--- src/rtl/serial_adder_ctrl.sv ---
// serial_adder_ctrl: sequences one external 1-bit full adder to add two
// WIDTH-bit operands LSB first. It latches the operands on start, feeds one
// bit pair plus the stored carry each RUN cycle, collects the sum bits, and
// then presents {cout, sum} with a one-cycle done pulse.
module serial_adder_ctrl #(
    parameter int WIDTH = 8
) (
    input  logic             clk,
    input  logic             rst,
    input  logic             start,
    input  logic [WIDTH-1:0] a,
    input  logic [WIDTH-1:0] b,
    input  logic             cin,
    output logic             busy,
    output logic             done,
    output logic [WIDTH-1:0] sum,
    output logic             cout,
    output logic             fa_a,
    output logic             fa_b,
    output logic             fa_cin,
    input  logic             fa_sum,
    input  logic             fa_carry
);

    localparam int CNT_W = (WIDTH > 1) ? $clog2(WIDTH) : 1;
    localparam logic [CNT_W-1:0] LAST_BIT = CNT_W'(WIDTH - 1);

    typedef enum logic [1:0] {
        IDLE = 2'd0,
        RUN  = 2'd1,
        DONE = 2'd2
    } state_t;

    state_t           state;
    logic [WIDTH-1:0] a_sh;
    logic [WIDTH-1:0] b_sh;
    logic [WIDTH-1:0] sum_sh;
    logic             carry_q;
    logic [CNT_W-1:0] cnt;
    logic [WIDTH-1:0] sum_next;

    // Shift the new sum bit in at the MSB; a 1-bit adder has nothing to shift.
    generate
        if (WIDTH == 1) begin : g_sum_w1
            assign sum_next = fa_sum;
        end else begin : g_sum_wn
            assign sum_next = {fa_sum, sum_sh[WIDTH-1:1]};
        end
    endgenerate

    // The full adder only sees live bits during RUN; it is held quiescent otherwise.
    assign fa_a   = (state == RUN) & a_sh[0];
    assign fa_b   = (state == RUN) & b_sh[0];
    assign fa_cin = (state == RUN) & carry_q;

    // Sequencer: accepts a job in IDLE, processes one bit per RUN cycle, pulses done.
    always_ff @(posedge clk) begin
        // NOTE: all state here uses non-blocking assignments so every register
        // samples the pre-edge values of its neighbours (the shift chain relies on it).
        if (rst) begin
            // NOTE: the datapath registers are reset too, so an abandoned job
            // leaves no stale bits behind in the shift chain or carry.
            state   <= IDLE;
            busy    <= 1'b0;
            done    <= 1'b0;
            sum     <= '0;
            cout    <= 1'b0;
            a_sh    <= '0;
            b_sh    <= '0;
            sum_sh  <= '0;
            carry_q <= 1'b0;
            cnt     <= '0;
        end else begin
            case (state)
                IDLE: begin
                    done <= 1'b0;
                    if (start) begin
                        a_sh    <= a;
                        b_sh    <= b;
                        carry_q <= cin;
                        cnt     <= '0;
                        busy    <= 1'b1;
                        state   <= RUN;
                    end
                end
                RUN: begin
                    sum_sh  <= sum_next;
                    a_sh    <= a_sh >> 1;
                    b_sh    <= b_sh >> 1;
                    carry_q <= fa_carry;
                    cnt     <= cnt + CNT_W'(1);
                    if (cnt == LAST_BIT) begin
                        sum   <= sum_next;
                        cout  <= fa_carry;
                        busy  <= 1'b0;
                        done  <= 1'b1;
                        state <= DONE;
                    end
                end
                DONE: begin
                    // Any start seen here is dropped; the requester retries in IDLE.
                    done  <= 1'b0;
                    state <= IDLE;
                end
                default: begin
                    busy  <= 1'b0;
                    done  <= 1'b0;
                    state <= IDLE;
                end
            endcase
        end
    end

endmodule
--- config.mk ---
export PLATFORM = sky130hd
export DESIGN_NAME = serial_adder_ctrl
export DESIGN_NICKNAME = d
export VERILOG_FILES = /design/src/rtl/serial_adder_ctrl.sv
export SDC_FILE = /design/constraint.sdc
export NUM_CORES = 1
export LEC_CHECK = 0
export BUFFER_PORTS_ARGS = -buffer_cell sky130_fd_sc_hd__clkbuf_2
export CORE_AREA = 5 5 62 64
export DETAILED_ROUTE_END_ITERATION = 10
export DIE_AREA = 0 0 67 69
export GPL_TIMING_DRIVEN = 1
export PLACE_DENSITY_LB_ADDON = 0.08
export SLEW_MARGIN = 20
export SYNTH_ARGS = -nofsm -noshare
export SYNTH_HDL_FRONTEND = slang
export SYNTH_SLANG_ARGS = --single-unit
export TNS_END_PERCENT = 20
--- constraint.sdc ---
create_clock -name clk -period 2.2 [get_ports clk]
set_input_delay 0.44 -clock clk [delete_from_list [all_inputs] [get_ports clk]]
set_output_delay 0.44 -clock clk [all_outputs]
set_load 0.1 [all_outputs]
==> impl_metrics.ini <==
[global_route]
overflow = 0
first_global_vias = 1403
grt_max_degree = 41
grtUsageTotal = 0.165
grt_pass1_wl_um = 6020
grt_antenna_before_repair = 0

[worst_setup_path]
required_ns = 1.76
cp-startpoint = state[0]$_SDFFE_PP0P_
worstPathArrival_ns = 1.51
reg2reg_from = cnt[0]$_SDFFE_PP0P_
setup.worst_path.class = flip-flop to output port
path_max_fanout = 9
startpoint_type = flip-flop
cp-end-kind = output port

[sta]
hold_viol_final = 0
setup_violations = 0
fmaxAchievable_mhz = 512
min_period_over_period = 0.889
maxSlewViolCount = 0
tns_ns = 0
finClkSkew_ns = 0.0124
layout_setup_ws_ns = 0.245
period_minus_slack_ns = 1.95
whs_ns = 0.312
slew_headroom = 0.400
tightest_slew_ns = 0.901
rsz0062_at_grt = no

[clocking]
path_clk_slew_ns = 0.12
cts_max_level = 2
cts_hold_buf = 0
cts-root-buf = clkbuf_4
cts.sinks = 40
clk_latency_ns = 0.35
cts_buffer_depth = 2
cts_buffers = 5
post_cts_buffers = 0
cts_tree = yes
cts_resized = 0

[layout]
stdcell_count = 277
fillers = 322
num-nets-final = 254
syn2layout_area_growth_pct = 15.9
drive_above_1_share = 0.260
most-common-layout-cells = nand2_1, dfxtp_1, clkbuf_2, a21oi_1, nor2_1
antenna_cells = 0
layout_commonest_cell = nand2_1

[floorplanning]
die_w_um = 67
rows = 21
die_height_um = 69
core_um2 = 3230
initial_core_util = 0.531
dieArea_um2 = 4620
io-pin-count = 36

[power]
p_int_mw = 1.06
netSwitchingFraction = 0.259
leakagePower_nw = 0.780
combPwrFrac = 0.127
power.switching_uw = 371
power.total_mw = 1.43
ir_worst_vdd_mv = 0.406
power_density_nw_per_um2 = 721
clkPwrFrac = 0.333
power_frac_seq = 0.540

[routing]
wl_per_cell_um = 12.4
drtIter0Drc = 56
drcViolationCount = 0
first_pass_iters = 5
drtAntennaViolNets = 0
drt-vias-per-instance = 5.20
drt_wl_total_um = 3420
vias = 1441

[yosys]
syn_nets = 224
ys.warnings.count = 0
synthDistinctLibCells = 25
synth_area_um2 = 1720
ys.flop_type = dfxtp_1
syn_area_per_cell_um2 = 8.58
synth-edff-count = 0
async_flop_share = 0
netlist_instances = 200
synth-seq-cells = 40
yosysSeqAreaShare = 0.467

[placement]
dp_hpwl_um = 2420
pre_cts_slack_ns = 0.396
port_buffers = 35
dp_cells = 269
place_congestion = 0.775

[min_path]
hp-start = fa_sum
min-delay-path-class = input port to flip-flop

[run_status]
status = finished, final reports clean

[job]
max_cap_viol_count = 0
==> area by class of cell <==
cell class | instances | area [µm²] | area share
Sequential cell | 40 | 801 | 0.403
Multi-Input combinational cell | 142 | 788 | 0.396
Timing Repair Buffer | 40 | 258 | 0.130
Tap cell | 46 | 57.6 | 0.0289
Clock inverter | 3 | 42.5 | 0.0214
Clock buffer | 5 | 37.5 | 0.0189
Inverter | 1 | 3.75 | 0.00189
==> critical path: stages (launching register included) <==
cell and delay [ns]:
dfxtp_1 0.49, and2b_1 0.28, and2_1 0.21, buf_12 0.18
==> cells in the mapped netlist, types with 3 or more instances <==
| master | number | share of area |
|---|---|---|
| o21ai_0 | 3 | 0.0088 |
| nand3_1 | 12 | 0.035 |
| nand2_1 | 54 | 0.12 |
| buf_2 | 4 | 0.012 |
| buf_6 | 3 | 0.020 |
| clkbuf_1 | 3 | 0.0066 |
| nor2_1 | 19 | 0.042 |
| a21oi_1 | 21 | 0.061 |
| nand3b_1 | 3 | 0.013 |
| buf_4 | 4 | 0.018 |
| a311oi_1 | 4 | 0.020 |
| dfxtp_1 | 40 | 0.47 |
| a311oi_2 | 11 | 0.096 |
| nand2b_1 | 3 | 0.011 |
| and2_1 | 3 | 0.011 |
==> state kept, by name (all words and copies together) (netlist names) <==
register,cells
cnt,3
busy,1
b_sh,8
sum_sh,7
a_sh,8
done,1
cout,1
state,2
carry_q,1
sum,8
==> stage by stage <==
step                 util  cell area (µm²)
CTS                 0.615             1990
detailed placement  0.590             1910
global placement    0.590             1910
global route        0.615             1990
floorplan               -             1720
finish              0.615             1990
==> final timing paths <==
kind | cells after the start | slack, ns | endpoint
max reg2reg | 5 | 0.41 | sum[2]$_SDFFE_PP0P_
max | 3 | 0.25 | fa_cin
min | 3 | 0.31 | sum_sh[7]$_SDFFE_PP0N_
min reg2reg | 2 | 0.46 | sum[5]$_SDFFE_PP0P_
==> power by group through the flow <==
stage                     registers [mW]  logic (mW)  clock network (mW)
after floorplan                    0.794       0.138                   0
after global placement             0.788       0.179                   0
after global routing               0.778       0.202               0.515
after detailed placement           0.790       0.184                   0
after CTS                          0.774       0.185               0.491
final                              0.773       0.183               0.477
==> routing by layer <==
metal	track usage	wire (µm)	vias to the layer above
li1	-	-	737
met4	0.0811	35	0
met5	0	0	-
met1	0.180	1480	663
met3	0.0422	177	6
met2	0.285	1730	35
==> kinds of logic after synthesis <==
kind of cell / count (synthesis) / share of synthesized area
muxes: 1 / 0.00584
and+or+nand+nor: 99 / 0.247
adders and majority gates: 2 / 0.0146
AOI/OAI and AO/OA: 40 / 0.192
DFF: 40 / 0.467
buffers and inverters: 18 / 0.0737
Note: power is estimated with default switching activity, not from simulation.
